`src/rtl/calc_mean_pkg.sv`:
```
// Shared types and constants for the averager scheduler.
package calc_mean_pkg;

    localparam int DATA_W      = 16;
    localparam int AVG_LATENCY = 3;
    localparam int ID_MAX_W    = 3;

    function automatic int id_w(input int n);
        return (n <= 2) ? 1 : $clog2(n);
    endfunction

    // Sized for the largest supported requester count; narrower ids zero-extend.
    typedef struct packed {
        logic                valid;
        logic [ID_MAX_W-1:0] id;
    } tag_t;

endpackage

```
`src/rtl/rr_arbiter.sv`:
```
// Combinational round-robin selector: first valid requester at or after ptr.
module rr_arbiter
    import calc_mean_pkg::*;
#(
    parameter  int NUM_REQ = 4,
    localparam int IW      = id_w(NUM_REQ)
) (
    input  logic [NUM_REQ-1:0] req,
    input  logic [IW-1:0]      ptr,
    input  logic               enable,
    output logic [NUM_REQ-1:0] grant,
    output logic [IW-1:0]      sel,
    output logic [IW-1:0]      next_ptr,
    output logic               accept
);

    logic found_s;
    int   idx_s;

    // Scan requesters starting from the pointer and build the grant
    always_comb begin
        found_s = 1'b0;
        idx_s   = 0;
        sel     = ptr;
        for (int k = 0; k < NUM_REQ; k++) begin
            idx_s = (int'(ptr) + k) % NUM_REQ;
            if (!found_s && req[IW'(idx_s)]) begin
                found_s = 1'b1;
                sel     = IW'(idx_s);
            end else begin
                found_s = found_s;
            end
        end
        accept   = found_s & enable;
        grant    = accept ? ({{(NUM_REQ-1){1'b0}}, 1'b1} << sel) : {NUM_REQ{1'b0}};
        next_ptr = (int'(sel) == NUM_REQ - 1) ? {IW{1'b0}} : sel + {{(IW-1){1'b0}}, 1'b1};
    end

endmodule

```
`src/rtl/calc_mean_sched.sv`:
```
// Round-robin issue scheduler for the shared pipelined averager with id return.
// Optional protocol checker: define CALC_MEAN_SCHED_CHECK_EN.
module calc_mean_sched
    import calc_mean_pkg::*;
#(
    parameter  int NUM_REQ = 4,
    parameter  int LATENCY = AVG_LATENCY,
    localparam int IW      = id_w(NUM_REQ)
) (
    input  logic                      clock,
    input  logic                      reset,
    input  logic                      enable,
    input  logic [NUM_REQ-1:0]        req_valid,
    output logic [NUM_REQ-1:0]        req_ready,
    input  logic [NUM_REQ*DATA_W-1:0] req_a,
    input  logic [NUM_REQ*DATA_W-1:0] req_b,
    input  logic [NUM_REQ-1:0]        req_sign,
    output logic                      avg_enable,
    output logic [DATA_W-1:0]         avg_a,
    output logic [DATA_W-1:0]         avg_b,
    output logic                      avg_sign,
    output logic                      avg_in_strobe,
    input  logic [DATA_W-1:0]         avg_c,
    input  logic                      avg_out_strobe,
    output logic [NUM_REQ-1:0]        rsp_valid,
    output logic [DATA_W-1:0]         rsp_data,
    output logic [IW-1:0]             rsp_id,
    output logic                      busy,
    output logic                      err
);

    logic [IW-1:0] ptr_r;
    logic [IW-1:0] issue_id_r;
    logic [IW-1:0] sel_s;
    logic [IW-1:0] next_ptr_s;
    logic          accept_s;
    tag_t          tag_r [LATENCY];
    tag_t          tail_s;
    logic          busy_s;
    logic          unused_tag;

    rr_arbiter #(.NUM_REQ(NUM_REQ)) u_arb (
        .req      (req_valid),
        .ptr      (ptr_r),
        .enable   (enable),
        .grant    (req_ready),
        .sel      (sel_s),
        .next_ptr (next_ptr_s),
        .accept   (accept_s)
    );

    assign avg_enable = enable;
    assign tail_s     = tag_r[LATENCY-1];
    assign unused_tag = ^tail_s.id;

    // Issue register, pointer advance and tag pipe; everything freezes with enable low
    always_ff @(posedge clock or negedge reset) begin
        if (!reset) begin
            ptr_r         <= {IW{1'b0}};
            issue_id_r    <= {IW{1'b0}};
            avg_a         <= {DATA_W{1'b0}};
            avg_b         <= {DATA_W{1'b0}};
            avg_sign      <= 1'b0;
            avg_in_strobe <= 1'b0;
            for (int k = 0; k < LATENCY; k++) tag_r[k] <= '0;
        end else if (enable) begin
            avg_in_strobe <= accept_s;
            if (accept_s) begin
                ptr_r      <= next_ptr_s;
                issue_id_r <= sel_s;
                avg_a      <= req_a[int'(sel_s)*DATA_W +: DATA_W];
                avg_b      <= req_b[int'(sel_s)*DATA_W +: DATA_W];
                avg_sign   <= req_sign[sel_s];
            end
            tag_r[0] <= '{valid: avg_in_strobe, id: ID_MAX_W'(issue_id_r)};
            for (int k = 1; k < LATENCY; k++) tag_r[k] <= tag_r[k-1];
        end
    end

    // Response register: a stalled cycle clears the pulse so it is never repeated
    always_ff @(posedge clock or negedge reset) begin
        if (!reset) begin
            rsp_valid <= {NUM_REQ{1'b0}};
            rsp_data  <= {DATA_W{1'b0}};
            rsp_id    <= {IW{1'b0}};
        end else if (enable && tail_s.valid) begin
            rsp_valid <= {{(NUM_REQ-1){1'b0}}, 1'b1} << tail_s.id;
            rsp_data  <= avg_c;
            rsp_id    <= IW'(tail_s.id);
        end else begin
            rsp_valid <= {NUM_REQ{1'b0}};
        end
    end

    // In-flight indication from the issue strobe and tag pipe
    always_comb begin
        busy_s = avg_in_strobe;
        for (int k = 0; k < LATENCY; k++) begin
            busy_s = busy_s | tag_r[k].valid;
        end
    end
    assign busy = busy_s;

`ifdef CALC_MEAN_SCHED_CHECK_EN
    logic err_r;

    // Sticky flag when the averager strobe disagrees with the expected tail slot
    always_ff @(posedge clock or negedge reset) begin
        if (!reset) begin
            err_r <= 1'b0;
        end else if (enable && (avg_out_strobe != tail_s.valid)) begin
            err_r <= 1'b1;
        end
    end
    assign err = err_r;
`else
    logic unused_strobe;
    assign unused_strobe = avg_out_strobe;
    assign err           = 1'b0;
`endif

endmodule

```
`config.mk`:
```
export PLATFORM = sky130hd
export DESIGN_NAME = calc_mean_sched
export DESIGN_NICKNAME = d
export VERILOG_FILES = /design/src/rtl/calc_mean_pkg.sv /design/src/rtl/rr_arbiter.sv /design/src/rtl/calc_mean_sched.sv
export SDC_FILE = /design/constraint.sdc
export NUM_CORES = 1
export LEC_CHECK = 0
export ABC_AREA = 1
export CORE_MARGIN = 2
export CORE_UTILIZATION = 43
export CTS_BUF_LIST = sky130_fd_sc_hd__clkbuf_16
export DETAILED_ROUTE_END_ITERATION = 16
export PLACE_DENSITY_LB_ADDON = 0.08
export SLEW_MARGIN = 5
export SYNTH_ARGS = -nofsm -noshare
export SYNTH_HDL_FRONTEND = slang
export SYNTH_HIERARCHICAL = 1
export SYNTH_SLANG_ARGS = --single-unit
```
`constraint.sdc`:
```
create_clock -name clock -period 6.2 [get_ports clock]
set_input_delay 1.24 -clock clock [delete_from_list [all_inputs] [get_ports clock]]
set_output_delay 1.24 -clock clock [all_outputs]
set_load 0.05 [all_outputs]
```
# Word-level counts from Yosys, hierarchy flattened
# Index checks and enable logic that the tools add are counted.
# totals
ff_bits,69
in_bits,156
out_inout_bits,63
elab_cells,65
# op_classes
addsub,4
order_cmp,5
n_eq_ne,1
shifts,4
mux,24
n_bitwise,4
reduce_logical,8
# op_table
op,n
$shiftx A64 B7 Y16,2
$lt A2 B4 Y1 const B,4
$mux W1,13
$bmux W1 S2,5
$mux W2,4
$mux W4,2
$shl A1 B2 Y4 const A,2
$add A2 B1 Y2 const B,2
$add A2 B2 Y2 const B,2
$logic_and A1 B1 Y1,4
$logic_not A1 Y1,3
$lt A2 B3 Y1 const B,1
$or A1 B1 Y1,3
$eq A2 B1 Y1 const B,1
$reduce_and A2 Y1,1
$and A1 B1 Y1,1

# Depth between registers and ports, before layout
# depth
ltp_word,15
depth_mapped,20
depth_no_buf,17

# Modules after synthesis
# Netlist, hierarchy kept.
# by_module_without_submodules
module,instances,cells_per_inst,area_per_inst_um2,seq_area_each_um2
calc_mean_sched,1,597,3893.7,1726.7
rr_arbiter,1,95,523.0,0.0

# Worst setup path before layout
# No wires, ideal clock.
# synth_path
path_kind,in2out
start,in req_valid[1]
end,out req_ready[1]
t_arrival_ps,2666
required_ps,4960
path_slack_ps,2294
path_stages,12
n_path_buf,0
path_cell_list,inv_1 > nand2_2 > nand3_1 > nand2_2 > nor2_8 > nand3_2 > nand2_1 > nand2_1 > inv_1 > ha_1 > inv_1 > nor2_2
# synth_via
elab_chain_cells,15
elab_cells_between_ends,28
cone_classes,1 x shift; 20 x mux; 1 x bitwise; 6 x reduce/logical
# synth_lines
element,line_no,source
start: declaration,calc_mean_sched.sv:13,"input logic [NUM_REQ-1:0] req_valid,"
$bmux W1 S2,rr_arbiter.sv:27,if (!found_s && req[IW'(idx_s)]) begin
$mux W1 (not written as such) (2 in series),rr_arbiter.sv:27,
$mux W1,rr_arbiter.sv:27,
$logic_not A1 Y1,rr_arbiter.sv:27,
$logic_and A1 B1 Y1,rr_arbiter.sv:27,
$mux W1,rr_arbiter.sv:27,
$logic_not A1 Y1,rr_arbiter.sv:27,
$logic_and A1 B1 Y1,rr_arbiter.sv:27,
$mux W1,rr_arbiter.sv:27,
$logic_not A1 Y1,rr_arbiter.sv:27,
$logic_and A1 B1 Y1,rr_arbiter.sv:27,
$mux W2 (*),rr_arbiter.sv:27,
named net sel_s[0],calc_mean_sched.sv:34,logic [IW-1:0] sel_s;
$shl A1 B2 Y4 (*),rr_arbiter.sv:35,"grant = accept ? ({{(NUM_REQ-1){1'b0}}, 1'b1} << sel) : {NUM_REQ{1'b0}};"
$mux W4 (*),rr_arbiter.sv:35,
end: declaration,calc_mean_sched.sv:14,"output logic [NUM_REQ-1:0] req_ready,"
# The timed path passes the listed nets; every way through them passes the cells marked *. The select of a mux whose other input is x is not followed.

# Final worst setup path
# layout_path
start,in req_valid[2]
end,out req_ready[2]
# The elaborated chain is that of the path after synthesis.

==> metrics.yaml <==
status: "completed"
period_minus_slack_ns: 5.010
hold_slack_ns: 0.4761
relSlewSlack: 0.2817
crit_type: "in -> out"
ys_seq_area_frac: 0.3909
nets: 1047
drive_gt1_frac: 0.05942
setup_viol: 0
cts_sinks: 69
grt-ovfl-total: 0
synth_area_leaders: "dfrtp_1 (39%), nand2_1 (33%), inv_1 (7.0%), nand3_1 (6.7%), buf_4 (2.5%)"
rows: 36
grt_pass1_vias: 4454
vias_per_cell: 4.674
hold_class: "reg -> reg"
max_freq_mhz: 199.6
core_area_mm2: 0.009864
synth_commonest_cells: "nand2_1 (390), inv_1 (82), dfrtp_1 (69)"
dieArea_mm2: 0.01110
async_reset_ff_frac: 1.000
yosysMostFrequentCell: "nand2_1"
cts_tree: "done"
htree_num_levels: 3
skew_ns: 0.005333
p_leak_nw: 3.606
root_buffer: "clkbuf_16"
insertion_delay_ns: 0.33
crit_path_start: "req_valid[2]"
start_util: 0.4477
vias: 4791
post_drt_wl_per_cell_um: 12.87
grt_pass1_wl_um: 21190
cts_hold_buf: 0
synth_top_area_cell: "dfrtp_1"
numCtsBuffers: 9
ys_warn_count: 6
num_io_pins: 219
synthCells: 692
r2r_start: "ptr_r[0]"
hpwl_um: 9887
fin_crit_sh: 0.8081
power_density_mw_per_mm2: 578.4
finalSetupTns_ns: 0
arrival_ns: 3.77
cts_setup_buffers: 0
syn_area_mm2: 0.004417
first_iter_violations: 230
drt_first_pass_iters: 4
rsz0062_at_grt: "false"
routed_wirelength_um: 13190
cp.required_ns: 4.96
cp_max_fo: 4
cts_buffer_depth: 2
ant_nets: 0
tightest_slew_ns: 1.076
cts_resized: 0
ir_worst_vdd_uv: 369.6
ys.flop_type: "dfrtp_1"
place.gp.congestion: 0.9367
die_y_um: 105.4
yosysTopAreaCellShare: 0.3909
avgSynthCellArea_um2: 6.383
hold_violations: 0
grt_max_degree: 70
area_delta_synth_final_pct: 54.87
grt_antenna_before_repair: 0
min_from: "rsp_data[15]"
port_buffers: 216
synth_enable_flop_cells: 0
die_x_um: 105.4
synth-seq-cells: 69
antenna_cells: 0
grt_usage: 0.2385
drv_slew: 0
route.detailed.drc: 0
max_cap_violations: 0
synth_cell_types: 26
clk_pin_slew_worst_paths_ns: 0.06
end_kind: "output pin"
cp-start-kind: "primary input"
syn_nets: 852
-- registers in the layout, indices dropped and copies added, names as in the netlist, 2 cells and up --
name	cells
avg_a	16
avg_b	16
issue_id_r	2
ptr_r	2
rsp_data	16
rsp_id	2
rsp_valid	4
tag_r	9
-- layout by cell type (no fill, tap or decap), types with 2 or more instances in the layout --
cell / n
buf_4: 3
clkdlybuf4s50_1: 215
nand4_1: 3
ha_1: 4
nand3_1: 59
clkbuf_16: 9
inv_2: 7
nor2_1: 7
dfrtp_1: 69
nand2_1: 390
o21ai_0: 7
nor2_4: 2
nor2_2: 4
clkinvlp_4: 3
a21oi_1: 2
nand3_2: 2
o21ai_4: 2
inv_1: 81
nand2_2: 12
-- where the power goes --
part           leakage, nW  switching (W)  internal, W
clock                0.138       0.000200     0.000312
sequential           0.864       0.000123     0.000637
combinational         2.60        0.00182     0.000860
total                 3.61        0.00215      0.00181
-- critical path: stages --
cell and delay, ns:
clkdlybuf4s50_1 0.51, inv_1 0.07, nand2_1 0.05, nand2_1 0.11, o21ai_4 0.21, nand4_1 0.18, nand2_1 0.12, nand2_1 0.05
nand2_1 0.11, ha_1 0.16, inv_1 0.06, nor2_2 0.09, clkdlybuf4s50_1 0.81
-- worst paths after layout --
check	to	slack [ns]	depth (start not counted)
min in group asynchronous	rsp_data[1]	1.02	1
hold reg to reg	rsp_data[15]	0.48	2
max in group asynchronous	avg_a[5]	4.64	1
setup reg to reg	avg_a[4]	2.51	16
hold / removal	rsp_data[15]	0.48	2
setup / recovery	req_ready[2]	1.19	13
-- per-layer routing --
metal,share of wire,track usage
met5,0,0
met2,0.52,0.4194
met3,0.069,0.05937
met4,0.025,0.09238
met1,0.39,0.2781
-- cell type report --
class / instances / area (um^2)
clock inverter: 7 / 75.07
sequential: 69 / 1727
tap: 133 / 166.4
timing repair buffer: 218 / 2175
clock buffer: 9 / 225.2
inverter: 89 / 336.6
multi-input combinational: 500 / 2136
fill: 832 / 3024
-- through the flow --
stage	total power, W	utilization	area [um^2]	worst slack (ns)	cells
finish	0.003956	0.6934	6840	1.190	1025
global route	0.004265	0.6934	6840	1.023	1025
CTS	0.003983	0.6934	6840	1.177	1025
detailed placement	0.003458	0.6630	6540	1.185	1009
global placement	0.003416	0.6630	6540	1.260	1009
floorplan	0.002730	-	4417	2.294	692
-- logic make-up (layout without fill, tap and decap cells) --
kind of cell / Yosys count / after routing / share of synthesized area
and+or+nand+nor: 482 / 482 / 0.4501
buffers and inverters: 123 / 323 / 0.1255
DFF: 69 / 69 / 0.3909
AOI/OAI and AO/OA: 12 / 12 / 0.01869
adders and majority gates: 4 / 4 / 0.01133
other: 1 / 1 / 0.0008490
muxes: 1 / 1 / 0.002549
Note: power is estimated with default switching activity, not from simulation.
